[src/rtl/config_read_arbiter.sv]
// Round-robin arbiter sharing one config-register read port among N_REQ requesters.
// One read in flight at a time; a silent slave is answered with an error response after a timeout.
module config_read_arbiter #(
    parameter int N_REQ          = 4,
    parameter int TIMEOUT_CYCLES = 1024,
    parameter int AXI_ADDR_BITS  = 32,
    parameter int AXIL_DATA_BITS = 32
) (
    input  logic                             clk,
    input  logic                             rst,
    input  logic [N_REQ*AXI_ADDR_BITS-1:0]   req_read_addr,
    input  logic [N_REQ-1:0]                 req_read_valid,
    output logic [N_REQ-1:0]                 req_read_ready,
    output logic [AXIL_DATA_BITS-1:0]        req_resp_data,
    output logic                             req_resp_error,
    output logic [N_REQ-1:0]                 req_resp_valid,
    input  logic [N_REQ-1:0]                 req_resp_ready,
    output logic [AXI_ADDR_BITS-1:0]         cfg_read_addr,
    output logic                             cfg_read_valid,
    input  logic                             cfg_read_ready,
    input  logic [AXIL_DATA_BITS-1:0]        cfg_resp_data,
    input  logic                             cfg_resp_error,
    input  logic                             cfg_resp_valid,
    output logic                             cfg_resp_ready,
    output logic                             busy,
    output logic [15:0]                      timeout_count
);

    localparam int GW = (N_REQ > 1) ? $clog2(N_REQ) : 1;
    localparam int TW = (TIMEOUT_CYCLES > 1) ? $clog2(TIMEOUT_CYCLES + 1) : 1;
    localparam logic [TW-1:0] TMO_LIMIT = TW'(TIMEOUT_CYCLES);
    localparam logic [GW-1:0] LAST_REQ  = GW'(N_REQ - 1);
    localparam logic [GW:0]   N_WIDE    = (GW+1)'(N_REQ);

    typedef enum logic [1:0] {
        IDLE      = 2'd0,
        ISSUE     = 2'd1,
        WAIT_RESP = 2'd2,
        ERR_RESP  = 2'd3
    } state_t;

    state_t                  state_q;
    logic [GW-1:0]           grant_q;
    logic [GW-1:0]           rr_ptr_q;
    logic [TW-1:0]           tmo_q;
    logic [15:0]             timeout_count_q;
    logic [AXI_ADDR_BITS-1:0] addr_q;

    logic [AXI_ADDR_BITS-1:0] addr_slice [N_REQ];
    logic [GW-1:0]           pick;
    logic [GW:0]             scan_idx;
    logic [GW-1:0]           next_ptr;
    logic [TW-1:0]           tmo_inc;
    logic                    tmo_hit;

    for (genvar gi = 0; gi < N_REQ; gi++) begin : g_addr
        assign addr_slice[gi] = req_read_addr[gi*AXI_ADDR_BITS +: AXI_ADDR_BITS];
    end

    // Scan downward in offset so the requester closest above rr_ptr is the last (winning) write.
    always_comb begin
        pick     = rr_ptr_q;
        scan_idx = '0;
        for (int k = N_REQ - 1; k >= 0; k--) begin
            scan_idx = {1'b0, rr_ptr_q} + (GW+1)'(k);
            if (scan_idx >= N_WIDE) begin
                scan_idx = scan_idx - N_WIDE;
            end
            if (req_read_valid[scan_idx[GW-1:0]]) begin
                pick = scan_idx[GW-1:0];
            end
        end
    end

    assign next_ptr = (grant_q == LAST_REQ) ? '0 : grant_q + GW'(1);
    assign tmo_inc  = tmo_q + TW'(1);
    assign tmo_hit  = (TIMEOUT_CYCLES != 0) && (tmo_inc == TMO_LIMIT);

    always_ff @(posedge clk or posedge rst) begin
        if (rst) begin
            state_q         <= IDLE;
            grant_q         <= '0;
            rr_ptr_q        <= '0;
            tmo_q           <= '0;
            timeout_count_q <= '0;
            addr_q          <= '0;
        end else begin
            case (state_q)
                IDLE: begin
                    if (|req_read_valid) begin
                        grant_q <= pick;
                        addr_q  <= addr_slice[pick];
                        state_q <= ISSUE;
                    end
                end
                ISSUE: begin
                    if (cfg_read_ready) begin
                        tmo_q   <= '0;
                        state_q <= WAIT_RESP;
                    end
                end
                WAIT_RESP: begin
                    // A real response in the timeout cycle takes priority over the error path.
                    if (cfg_resp_valid && req_resp_ready[grant_q]) begin
                        rr_ptr_q <= next_ptr;
                        addr_q   <= '0;
                        state_q  <= IDLE;
                    end else if (!cfg_resp_valid) begin
                        tmo_q <= tmo_inc;
                        if (tmo_hit) begin
                            state_q <= ERR_RESP;
                            if (timeout_count_q != 16'hFFFF) begin
                                timeout_count_q <= timeout_count_q + 16'd1;
                            end
                        end
                    end
                end
                ERR_RESP: begin
                    if (req_resp_ready[grant_q]) begin
                        rr_ptr_q <= next_ptr;
                        addr_q   <= '0;
                        state_q  <= IDLE;
                    end
                end
                default: state_q <= IDLE;
            endcase
        end
    end

    always_comb begin
        req_read_ready = '0;
        req_resp_valid = '0;
        req_resp_data  = '0;
        req_resp_error = 1'b0;
        cfg_resp_ready = 1'b1;
        case (state_q)
            ISSUE: begin
                req_read_ready[grant_q] = cfg_read_ready;
            end
            WAIT_RESP: begin
                req_resp_valid[grant_q] = cfg_resp_valid;
                req_resp_data           = cfg_resp_data;
                req_resp_error          = cfg_resp_error;
                cfg_resp_ready          = req_resp_ready[grant_q];
            end
            ERR_RESP: begin
                req_resp_valid[grant_q] = 1'b1;
                req_resp_error          = 1'b1;
            end
            default: ;
        endcase
    end

    assign cfg_read_addr  = addr_q;
    assign cfg_read_valid = (state_q == ISSUE);
    assign busy           = (state_q != IDLE);
    assign timeout_count  = timeout_count_q;

endmodule

[config.mk]
export PLATFORM = sky130hd
export DESIGN_NAME = config_read_arbiter
export DESIGN_NICKNAME = d
export VERILOG_FILES = /design/src/rtl/config_read_arbiter.sv
export SDC_FILE = /design/constraint.sdc
export NUM_CORES = 1
export LEC_CHECK = 0
export ABC_AREA = 1
export BUFFER_PORTS_ARGS = -buffer_cell sky130_fd_sc_hd__buf_2
export CELL_PAD_IN_SITES_DETAIL_PLACEMENT = 1
export CELL_PAD_IN_SITES_GLOBAL_PLACEMENT = 2
export CORE_ASPECT_RATIO = 1.75
export CORE_MARGIN = 1
export CORE_UTILIZATION = 20
export DETAILED_ROUTE_END_ITERATION = 8
export PLACE_DENSITY = 0.79
export SYNTH_ARGS = -nofsm -noshare
export SYNTH_HDL_FRONTEND = slang
export SYNTH_SLANG_ARGS = --single-unit
[constraint.sdc]
create_clock -name clk -period 2.1 [get_ports clk]
set_input_delay 0.42 -clock clk [delete_from_list [all_inputs] [get_ports clk]]
set_output_delay 0.42 -clock clk [all_outputs]
set_load 0.02 [all_outputs]
**Yosys cells after proc, flatten, opt, wreduce, memory -nomap -nowiden**

Cells that the tools add are included.

- Input port bits: 173
- Word-level logic and storage cells: 107
- Output and inout bits: 92
- Bits in registers: 65

- Bitwise logic cells: 5
- Muxes and demuxes: 47
- Reductions and logical operators: 14
- Add/subtract/negate cells: 10
- $lt $le $gt $ge: 11
- Eq/ne operators: 14

Operators by type and width:

| cell | number |
|---|---|
| 32-bit two-way mux | 6 |
| 32-bit case mux with 3 select lines | 1 |
| 32-bit binary-select mux with 2-bit select | 1 |
| 2-bit two-way mux | 17 |
| 11-bit two-way mux | 3 |
| 11-bit case mux with 2 select lines | 1 |
| 16-bit by 1-bit adder with 16-bit output, second input constant | 1 |
| 16-bit inequality test, second input constant | 1 |
| 2-bit by 3-bit < comparator with 1-bit output, second input constant | 5 |
| 3-bit greater-or-equal comparator, second input constant | 4 |
| 11-bit by 1-bit adder with 11-bit output, second input constant | 1 |
| 11-bit equality test, second input constant | 1 |
| 1-bit binary-select mux with 2-bit select | 5 |
| 2-bit inequality test, second input constant | 5 |
| 5-bit AND reduction | 2 |
| 4-bit AND | 2 |
| 2-bit case mux with 4 select lines | 1 |
| 4-bit case mux with 2 select lines | 1 |
| 4-bit AND reduction | 2 |
| 2-bit by 1-bit subtractor with 2-bit output, second input constant | 4 |
| 1-bit two-way mux | 7 |
| 2-bit by 2-bit adder with 3-bit output, second input constant | 2 |
| 2-bit equality test, second input constant | 3 |
| 3-bit inequality test, second input constant | 2 |
| other kinds (19) | 23 |

**Logic depth before layout (Yosys ltp)**

Gate-level depths: netlist of run 1.

- Word-level depth: 15
- Depth in mapped cells: 17
- Depth with buffers taken out: 14

**Least setup slack after synthesis of run 1**

Ideal clock, no wire load.

- Path kind: register to register
- From: register tmo_q[0]
- To: register timeout_count_q[0], in the netlist timeout_count[0]
- Cell stages (with the launch flop): 12
- Arrival time: 1.780 ns
- Clock period less this slack: 1.911 ns
- Path slack: 0.189 ns
- Path buffers: 1
- Path through: dfrtp_1 -> ha_1 -> nand2_1 -> nor2_1 -> nand3_1 -> nand2_1 -> and3_1 -> nand2_1 -> nor2_1 -> buf_2 -> nand2_1 -> xnor2_1

- Longest elaborated chain between the ends: 3

Ends and longest elaborated chain:

| element | line | source |
|---|---|---|
| start: declaration | 45 | `logic [TW-1:0] tmo_q;` |
| start signal: assignment | 109 | `tmo_q <= tmo_inc;` |
| 11-bit by 1-bit adder with 11-bit output | 76 | `assign tmo_inc = tmo_q + TW'(1);` |
| 11-bit equality test | 77 | `assign tmo_hit = (TIMEOUT_CYCLES != 0) && (tmo_inc == TMO_LIMIT);` |
| 5-bit AND reduction (no source line) | -- |  |
| end signal: assignment | 113 | `timeout_count_q <= timeout_count_q + 16'd1;` |
| end: declaration | 46 | `logic [15:0] timeout_count_q;` |

No other way between the ends.
A chain may end at the register's enable or synchronous reset.

**Worst setup path in the final report of run 1**

- From: register grant_q[0]
- To: register addr_q[17], in the netlist cfg_read_addr[17]

- Longest elaborated chain between the ends: 5
- Elaborated cells between the ends (all ways): 6
- Classes of those cells: eq/ne: 2; mux: 2; reduce/logical: 2

Ends and longest elaborated chain:

| element | line | source |
|---|---|---|
| start: declaration | 43 | `logic [GW-1:0] grant_q;` |
| start signal: assignment | 91 | `grant_q <= pick;` |
| 1-bit binary-select mux with 2-bit select (*) | 104, 119 |  |
| 1-bit two-way mux (not written as such) (*) | 104, 119 |  |
| 1-bit logical AND | 104 | `if (cfg_resp_valid && req_resp_ready[grant_q]) begin` |
| 2-bit inequality test (no source line) | -- |  |
| 4-bit AND reduction (no source line) (*) | -- |  |
| end signal: assignment | 92 | `addr_q <= addr_slice[pick];` |
| end: declaration | 47 | `logic [AXI_ADDR_BITS-1:0] addr_q;` |

Every way passes the cells marked *; elsewhere a longest branch is shown, timed or not. The select of a mux whose other input is x is not followed.

==> key figures, run 1 <==
Status
  – Outcome: completed

Worst setup path
  – Worst setup path category: reg2reg
  – Worst path arrival time: 2.25 ns
  – Slowest stage delay, CP: 0.45 ns
  – CP Max Fanout: 26
  – FF-to-FF End: cfg_read_addr[17]
  – CP startpoint kind: flop
  – CP cell instances: inv_2 > nand2_1 > nand3_1 > nand2_2 > o21ai_4 > o21ai_0 > or2_4 > nor2_8 > buf_12 > nand3_1 > nand2_1
  – R2R cell count: 11
  – Worst r2r src: grant_q[0]
  – Required time worst endpoint: 2.38 ns
  – R2r setup slk: 0.13 ns
  – Crit end category: flop
  – CP max stage cell: dfrtp_2

Route
  – Remaining antenna violation count: 0
  – Pre-Repair DR Iteration Count: 4
  – Initial DRC count: 186
  – Wire per inst: 16.3 um
  – Via Count: 6270
  – DRC viols: 0
  – Routed wire length: 22400 um
  – Vias/cell: 4.55

Placed design
  – Placed insts: 1355
  – Number of I/O port buffers: 264
  – Placed Area: 6870 sq um
  – Routability cong.: 0.783
  – HPWL after detailed placement: 17400 um

Yosys
  – Flops & latches, synth: 65
  – Simple-gate portion of the synthesized area: 49.6%
  – Number of flops mapped to enable cells by yosys: 0
  – Syn Area/Cell: 6.32 sq um
  – Mux contribution to synthesized area: 0%
  – Yosys warns: 0
  – Post-synthesis sequential area ratio: 32.8%
  – Synth Area in Adders: 1.52%
  – Cell count after synthesis: 784
  – Synth Area in Compound Gates: 2.85%
  – Post-Syn Area: 4950 sq um
  – Library cells used by synthesis: 33
  – Synth Area in XOR/XNOR: 1.95%
  – Post-Syn Nets: 963
  – Main synth FF type: dfrtp_1
  – Post-synth ARST share: 100%
  – Largest family of logic cells by synthesized area: simple AND/OR/NAND/NOR gates

Floorplanning
  – Initial Util: 20.5%
  – Cell row count: 75
  – Chip Height: 210 um
  – Width of the chip: 121 um
  – Core box area: 24100 sq um
  – Die area: 25400 sq um
  – Top-level I/O count: 265

Timing
  – Min Hold Slack: 0.0645 ns
  – Tmin final: 1.97 ns
  – Worst slew pin tran: 0.507 ns
  – Slew headroom: 66.2%
  – Worst clock skew: 0.0101 ns
  – Final Max Slew Viols: 0
  – FMAX: 0.509 GHz
  – Fin. Hold Viols: 0
  – Setup Viol. Count Final: 0
  – Setup_tns: 0 ns
  – Final period utilization: 93.6%

Power
  – Internal power: 0.00548 W
  – Clock power frac: 12.5%
  – Pwr Density: 1550 nW/um^2
  – Sw Ratio: 51.9%
  – Sw Pwr: 0.00590 W
  – Reg power frac: 16.8%
  – Comb power frac: 70.6%
  – VDD IR-drop max: 0.642 mV
  – Tot Pwr: 0.0114 W
  – Lkg Pwr: 4.15 nW

Final layout
  – Fraction of layout cells with a size suffix above 1: 34.4%
  – Area occupied by multi-input gates: 2870 sq um
  – Fillers: 3112
  – Storage element area: 1630 sq um
  – # diodes: 0
  – Final instance area: 7360 sq um
  – Cell Count, Final, Fillers Out: 1378
  – Fin nets: 1245
  – P&R area growth vs syn: 48.6%

Min path
  – Hold WC Path Type: in2async

Clock network
  – H-Tree Level Count: 3
  – CTS tree: yes
  – Worst-path clk slew: 0.06 ns
  – Sink Count: 65
  – Deepest clock path buffer count: 2
  – # hold bufs at CTS: 0
  – Root buffer cell: clkbuf_16
  – Clock latency on the worst-skew pair: 0.35 ns
  – Cts bufs inserted: 9

Global route
  – First-pass GRT wire length: 34600 um
  – Vias in the first global route: 6708
  – GR Overflow Total: 0
  – Tot GR Track Use: 17.6%
  – Largest net degree at the start of global routing: 46
  – Initial antenna violation count: 0

Flow run
  – Total of max-cap violations: 0
worst max-delay path by stage:
stage,start,endpoint,slack [ns],cells past startpoint
final,grant_q[0],cfg_read_addr[17],0.13,11
after global routing,tmo_q[1],timeout_count[0],-0.01,11
after CTS,state_q[0],req_read_ready[1],0.004,5
after detailed placement,req_read_valid[3],cfg_read_addr[18],-0.07,14
after global placement,req_read_valid[3],cfg_read_addr[18],-0.03,14
after floorplan,rst,cfg_read_addr[0],0.05,1
layout by cell type, fill, tap and decap left out, types with 3 or more instances in the layout:
cell type,count
buf_4,35
dfrtp_2,5
nor2_1,52
o22ai_1,5
nor2_2,4
o21ai_0,10
buf_12,10
xnor2_1,6
buf_2,264
dfrtp_1,60
xor2_1,5
inv_1,76
inv_2,8
nand3_1,193
nand2_2,6
a21oi_1,3
ha_1,6
nand2_1,247
clkbuf_16,12
o21ai_1,4
nor3_1,7
nand4_1,21
metrics by stage:
stage	setup slack [ns]	utilization [%]
finish	0.134	30.5
global route	-0.0113	30.5
CTS	0.00386	29.7
detailed placement	-0.0722	28.5
global placement	-0.0261	28.5
floorplan	0.0535	-
synth_stat cells (3+ instances only):
cell / instances / area (sq um)
nor2_1: 57 / 214
inv_2: 6 / 22.5
o21ai_0: 13 / 65.1
ha_1: 6 / 75.1
clkbuf_1: 6 / 22.5
buf_4: 4 / 30.0
xor2_1: 5 / 43.8
buf_1: 3 / 11.3
dfrtp_1: 65 / 1630
nor4_1: 3 / 18.8
inv_1: 79 / 297
xnor2_1: 6 / 52.6
a21oi_1: 3 / 15.0
nand4_1: 21 / 131
nand3_1: 195 / 976
nand2_1: 253 / 950
buf_6: 4 / 45.0
o22ai_1: 5 / 31.3
nor3_1: 7 / 35.0
buf_2: 26 / 130
sequential cells by signal, summed over array words and instances (netlist names):
register       flops
cfg_read_addr     32
grant_q            2
rr_ptr_q           2
state_q            2
timeout_count     16
tmo_q             11
power groups by stage:
stage / logic, W / registers (W) / clock network (W)
floorplan: 0.00450 / 0.00222 / 0
global placement: 0.00744 / 0.00193 / 0
detailed placement: 0.00755 / 0.00193 / 0
CTS: 0.00760 / 0.00192 / 0.00149
global route: 0.00893 / 0.00196 / 0.00154
finish: 0.00804 / 0.00191 / 0.00143
per-layer routing:
layer | wire (um) | part of all wire [%] | track usage [%] | vias to the layer above
met4 | 411 | 1.8 | 5.62 | 0
li1 | - | - | - | 3093
met2 | 12600 | 56 | 34.8 | 225
met5 | 0 | 0 | 0 | -
met3 | 1380 | 6.1 | 4.17 | 25
met1 | 8010 | 36 | 17.3 | 2927
critical path, delay by kind of cell (launching register included):
kind            cells  cell delay [ns]
flops               1             0.45
buf+inv             2             0.27
simple gates        7             0.86
compound gates      2             0.32
cell type report:
cell class / instances / area share [%]
inverter: 85 / 4.37
sequential: 65 / 22.2
clock buffer: 11 / 3.30
timing repair buffer: 314 / 25.6
clock inverter: 4 / 0.408
tap: 308 / 5.24
multi-input combinational: 591 / 38.9
cells by family (layout without fill, tap and decap cells):
group / count (synthesis) / count (layout)
flip-flops: 65 / 65
XOR/XNOR: 11 / 11
AO/OA/AOI/OAI: 25 / 25
buffers and inverters: 128 / 414
adder cells (fa/ha/maj): 6 / 6
AND/OR/NAND/NOR: 549 / 549
timing repair:
item                                    CTS  global route
pin swaps                                 1             2
gates resized for setup                   4            31
gates cloned                              0             3
endpoints found under the setup margin   28            70
setup buffers                             0             5
Power figures use the tool's default switching activity.
==> inputs of run 2 (changes only) <==
==> constraint.sdc (replaced) <==
create_clock -name clk -period 2.1 [get_ports clk]
set_input_delay 0.42 -clock clk [delete_from_list [all_inputs] [get_ports clk]]
set_output_delay 0.42 -clock clk [all_outputs]
set_load 0.1 [all_outputs]
==> run 2 against run 1 <==
Maximum frequency fell by 2.5%; clock skew fell by 0.0034 ns; cell area rose by 14%; sequential power barely moved; final cell count did not move; first-iteration DRC count fell by 30%; register-to-register slack got worse by 0.04 ns; critical path type is now reg2out.
==> key figures, run 2 (synthesis gave the netlist of run 1 again) <==
Timing
  – Final period utilization: 96.0% (was 93.6%)
  – Setup Viol. Count Final: 0 (unchanged)
  – Min Hold Slack: 0.165 ns (was 0.0645 ns)
  – Tmin final: 2.02 ns (was 1.97 ns)
  – Worst clock skew: 0.00664 ns (was 0.0101 ns)
  – FMAX: 0.496 GHz (was 0.509 GHz)
  – Worst slew pin tran: 0.537 ns (was 0.507 ns)
  – Final Max Slew Viols: 0 (unchanged)
  – Fin. Hold Viols: 0 (unchanged)
  – Slew headroom: 64.5% (was 66.2%)

Global route
  – Vias in the first global route: 6859 (was 6708)
  – Largest net degree at the start of global routing: 66 (was 46)
  – GR Overflow Total: 0 (unchanged)
  – Tot GR Track Use: 17.7% (was 17.6%)
  – First-pass GRT wire length: 35000 um (was 34600 um)
  – Initial antenna violation count: 1 (was 0)

Floorplanning
  – Initial Util: 20.5% (unchanged)
  – Width of the chip: 121 um (unchanged)
  – Cell row count: 75 (unchanged)
  – Chip Height: 210 um (unchanged)
  – Core box area: 24100 sq um (unchanged)
  – Die area: 25400 sq um (unchanged)
  – Top-level I/O count: 265 (unchanged)

Final layout
  – Area occupied by multi-input gates: 3120 sq um (was 2870 sq um)
  – P&R area growth vs syn: 68.9% (was 48.6%)
  – Fraction of layout cells with a size suffix above 1: 38.6% (was 34.4%)
  – Largest register FFs: 32 (unchanged)
  – Most common cell after layout, fill and taps aside: nand2_1 (was buf_2)
  – Storage element area: 1640 sq um (was 1630 sq um)
  – Fin nets: 1244 (was 1245)
  – # diodes: 0 (unchanged)
  – Fillers: 3030 (was 3112)
  – Final instance area: 8360 sq um (was 7360 sq um)
  – Most frequent cells in the layout: nand2_1 (248), buf_2 (223), nand3_1 (193) (was buf_2 (264), nand2_1 (247), nand3_1 (193))

Worst setup path
  – Worst setup path category: reg2out (was reg2reg)
  – CP startpoint kind: flop (unchanged)
  – Crit end category: output pin (was flop)
  – Required time worst endpoint: 1.68 ns (was 2.38 ns)
  – R2r setup slk: 0.09 ns (was 0.13 ns)
  – Worst r2r src: rr_ptr_q[0] (was grant_q[0])
  – R2R cell count: 15 (was 11)
  – Worst path arrival time: 1.60 ns (was 2.25 ns)
  – CP Max Fanout: 13 (was 26)
  – FF-to-FF End: cfg_read_addr[17] (unchanged)
  – Worst setup path start: state_q[1] (was grant_q[0])

Route
  – DRC viols: 0 (unchanged)
  – Vias/cell: 4.57 (was 4.55)
  – Routed wire length: 22400 um (about the same)
  – Wire per inst: 16.3 um (about the same)
  – Pre-Repair DR Iteration Count: 4 (unchanged)
  – Initial DRC count: 131 (was 186)
  – Remaining antenna violation count: 0 (unchanged)
  – Via Count: 6294 (was 6270)

Power
  – Pwr Density: 1860 nW/um^2 (was 1550 nW/um^2)
  – VDD IR-drop max: 0.809 mV (was 0.642 mV)
  – Lkg Pwr: 4.32 nW (was 4.15 nW)

Placed design
  – HPWL after detailed placement: 17300 um (was 17400 um)
  – Placed Area: 7760 sq um (was 6870 sq um)
  – Routability cong.: 0.818 (was 0.783)
  – Number of I/O port buffers: 264 (unchanged)

Clock network
  – Sink Count: 65 (unchanged)
  – Cts bufs inserted: 9 (unchanged)
  – H-Tree Level Count: 3 (unchanged)
  – CTS tree: yes (unchanged)
  – Root buffer cell: clkbuf_16 (unchanged)
  – Clock latency on the worst-skew pair: 0.35 ns (about the same)
  – Worst-path clk slew: 0.06 ns (about the same)
  – Deepest clock path buffer count: 2 (unchanged)

Min path
  – Hold WC Path Type: in2async (unchanged)

Status
  – Outcome: completed (unchanged)

Flow run
  – Total of max-cap violations: 0 (unchanged)
-- run 2: cell types whose count changed in the layout (fill, tap and decap cells not counted), sizes merged --
| cell | change |
|---|---|
| buf | -1 |
| bufbuf | +1 |
| bufinv | +2 |
| clkbuf | -2 |
| clkinv | -2 |
| clkinvlp | +2 |
-- run 2: metal layers --
metal	GRT usage (%)	up-vias	share of wire, %	wire [um]
met3	4.17	21	6.2	1380
met4	5.96	0	1.8	405
met5	0	-	0	0
met1	16.7	2962	35	7800
met2	35.9	213	57	12800
li1	-	3098	-	-
-- run 2: worst max-delay path, cell delays in order (launching register included) --
cell,delay [ns]
dfrtp_2,0.36
inv_2,0.06
nor2_4,0.17
buf_4,0.16
buf_6,0.18
nand2_1,0.13
buf_12,0.19
-- run 2: how the worst max path moves through the flow --
stage	depth (start not counted)	to	slack [ns]
global route	10	timeout_count[6]	-0.05
finish	6	cfg_resp_ready	0.08
detailed placement	15	cfg_read_addr[30]	-0.0001
global placement	11	cfg_read_addr[22]	0.04
floorplan	4	req_resp_valid[0]	-0.30
CTS	11	cfg_read_addr[22]	0.01
-- run 2: layout make-up --
cell class / count / area share (%)
multi-input cells: 591 / 37.3
repair buffers: 313 / 30.5
flip-flops and latches: 65 / 19.6
well taps: 308 / 4.61
inverters: 85 / 3.93
clock buffers: 10 / 2.86
clock inverters: 6 / 1.09
-- run 2: report_power, final --
part	internal (W)	switching [W]
clock network	0.00107	0.000641
logic	0.00381	0.00817
registers	0.00166	0.000229
total	0.00654	0.00904
-- run 2: stage by stage --
step	power [W]	util (%)	setup WS [ns]	std cells	setup TNS (ns)
4_1_cts	0.0151	33.8	0.0103	1370	0
3_3_place_gp	0.0131	32.2	0.0374	1351	0
5_1_grt	0.0166	34.7	-0.0505	1378	-0.633
6_report	0.0156	34.7	0.0837	1378	0
3_5_place_dp	0.0132	32.2	-0.000143	1351	-0.000143
2_1_floorplan	0.00979	-	-0.298	784	-2.47
-- run 2: timing repair --
action                                  CTS  global route
hold buffers                              0             0
resized for setup                         4            29
endpoints found under the setup margin   24            51
gates cloned                              1             2
setup buffers                             2             6
pin swaps                                 1             4
==> inputs of run 3 (changes only) <==
CORE_UTILIZATION = 24   (was 20)
PLACE_DENSITY = 0.89   (was 0.79)
clock period = 2.5 ns   (was 2.1 ns; I/O delays follow)
==> run 3 against run 2 <==
Flip-flop and latch count did not move; total power fell by 25%; first-iteration DRC count fell by 20%; largest power group unchanged; highest routed layer unchanged.
==> key figures, run 3 (synthesis gave the netlist of run 1 again) <==
Placed design
  – Pre-CTS setup slack: 0.208 ns (was -0.000143 ns)
  – Placed insts: 1271 (was 1351)
  – Routability cong.: 0.827 (was 0.818)
  – HPWL after detailed placement: 15700 um (was 17300 um)
  – Number of I/O port buffers: 264 (unchanged)

Power
  – Sw Ratio: 60.4% (was 58.0%)
  – Lkg Pwr: 4.07 nW (was 4.32 nW)
  – Sw Pwr: 0.00706 W (was 0.00904 W)
  – Pwr Density: 1570 nW/um^2 (was 1860 nW/um^2)
  – Reg power frac: 13.8% (was 12.1%)
  – Clock power frac: 12.8% (was 11.0%)
  – Internal power: 0.00464 W (was 0.00654 W)
  – VDD IR-drop max: 0.911 mV (was 0.809 mV)
  – Comb power frac: 73.3% (was 76.9%)

Clock network
  – # hold bufs at CTS: 0 (unchanged)
  – Worst-path clk slew: 0.07 ns (was 0.06 ns)
  – H-Tree Level Count: 3 (unchanged)
  – Cts bufs inserted: 9 (unchanged)
  – CTS tree: yes (unchanged)
  – Deepest clock path buffer count: 2 (unchanged)
  – Setup bufs post-CTS: 0 (was 2)
  – Root buffer cell: clkbuf_16 (unchanged)
  – Clock latency on the worst-skew pair: 0.33 ns (was 0.35 ns)
  – Sink Count: 65 (unchanged)
  – Post-cts sizing count: 0 (was 4)

Route
  – Remaining antenna violation count: 0 (unchanged)
  – Vias/cell: 4.78 (was 4.57)
  – Routed wire length: 19800 um (was 22400 um)
  – Via Count: 6147 (was 6294)
  – DRC viols: 0 (unchanged)
  – Wire per inst: 15.4 um (was 16.3 um)
  – Initial DRC count: 105 (was 131)
  – Pre-Repair DR Iteration Count: 4 (unchanged)

Timing
  – Tmin final: 2.35 ns
  – Min Hold Slack: 0.183 ns (was 0.165 ns)
  – Final period utilization: 94.0%
  – Slew headroom: 59.9% (was 64.5%)
  – Worst clock skew: 0.0137 ns (was 0.00664 ns)
  – Post-route worst setup slack: 0.150 ns (was 0.0837 ns)
  – Worst slew pin tran: 0.598 ns (was 0.537 ns)
  – RSZ-0062 raised after global routing: no
  – Final Max Slew Viols: 0 (unchanged)
  – Fin. Hold Viols: 0 (unchanged)
  – FMAX: 0.426 GHz
  – Setup Viol. Count Final: 0 (unchanged)

Worst setup path
  – CP Max Fanout: 6 (was 13)
  – Crit end category: output pin (unchanged)
  – CP startpoint kind: flop (unchanged)
  – Worst path arrival time: 1.85 ns (was 1.60 ns)
  – Worst setup path category: reg2out (unchanged)
  – Required time worst endpoint: 2.00 ns (was 1.68 ns)

Global route
  – Largest net degree at the start of global routing: 65 (was 66)
  – GR Overflow Total: 0 (unchanged)
  – Vias in the first global route: 6559 (was 6859)
  – Tot GR Track Use: 18.7% (was 17.7%)
  – First-pass GRT wire length: 32000 um (was 35000 um)
  – Initial antenna violation count: 0 (was 1)

Floorplanning
  – Cell row count: 69 (was 75)
  – Initial Util: 24.4% (was 20.5%)
  – Chip Height: 192 um (was 210 um)
  – Die area: 21200 sq um (was 25400 sq um)
  – Width of the chip: 111 um (was 121 um)
  – Core box area: 20300 sq um (was 24100 sq um)
  – Top-level I/O count: 265 (unchanged)

Final layout
  – Most common cell after layout, fill and taps aside: nand2_1 (unchanged)
  – Most frequent cells in the layout: nand2_1 (250), buf_2 (232), nand3_1 (194) (was nand2_1 (248), buf_2 (223), nand3_1 (193))
  – Largest register FFs: 32 (unchanged)
  – Fraction of layout cells with a size suffix above 1: 31.6% (was 38.6%)
  – P&R area growth vs syn: 50.6% (was 68.9%)
  – Cell Count, Final, Fillers Out: 1287 (was 1378)
  – # diodes: 0 (unchanged)
  – Final Core Density: 36.8% (was 34.7%)
  – Fin nets: 1213 (was 1244)

Min path
  – Hold WC Path Type: in2async (unchanged)

Status
  – Outcome: completed (unchanged)

Flow run
  – Total of max-cap violations: 0 (unchanged)
==> run 3: cell count changes in the layout (fill, tap and decap cells not counted), sizes merged, moves of 2 or more <==
cell | previous run | this run
buf | 310 | 282
clkbuf | 12 | 9
clkinvlp | 3 | 0
inv | 85 | 87
==> run 3: area by class of cell <==
type                            count  area [sq um]
Fill cell                        2657         12800
Multi-Input combinational cell    591          2830
Timing Repair Buffer              282          2020
Sequential cell                    65          1630
Inverter                           85           319
Tap cell                          248           310
Clock buffer                        9           225
Clock inverter                      7           125
==> run 3: final timing paths <==
path / from / endpoint / slack [ns] / cells past startpoint
hold reg to reg: cfg_read_addr[14] / cfg_read_addr[14] / 0.48 / 2
hold / removal: rst / timeout_count[12] / 0.18 / 2
min in group clk: cfg_read_addr[14] / cfg_read_addr[14] / 0.48 / 2
setup reg to reg: tmo_q[1] / timeout_count[2] / 0.29 / 11
setup / recovery: state_q[0] / req_read_ready[2] / 0.15 / 5
max in group asynchronous: rst / tmo_q[4] / 1.72 / 3
==> run 3: stage by stage <==
step / TNS (ns) / instance area, sq um / power (W)
2_1_floorplan: -11.59 / 5000 / 0.00805
3_3_place_gp: 0 / 7110 / 0.0103
3_5_place_dp: 0 / 7110 / 0.0103
4_1_cts: 0 / 7460 / 0.0119
5_1_grt: 0 / 7460 / 0.0125
6_report: 0 / 7460 / 0.0117
==> run 3: routing by layer <==
layer  global-route usage (%)  share of wire [%]  wire [um]
met1                     18.4                 37       7260
met2                     38.2                 56      11100
met3                     4.04                5.4       1060
met4                     5.28                1.7        337
met5                        0                  0          0
==> run 3: worst max-delay path, cell delays in order (launching register included) <==
cell and delay, ns:
dfrtp_1 0.46, inv_1 0.16, nor2_4 0.14, nand2_2 0.19, nor2_4 0.14, buf_2 0.43
==> run 3: power groups by stage <==
stage | sequential [W] | clock (W) | combinational (W)
2_1_floorplan | 0.00322 | 0 | 0.00483
3_3_place_gp | 0.00162 | 0 | 0.00863
3_5_place_dp | 0.00163 | 0 | 0.00872
4_1_cts | 0.00162 | 0.00154 | 0.00873
5_1_grt | 0.00166 | 0.00158 | 0.00929
6_report | 0.00162 | 0.00150 | 0.00858
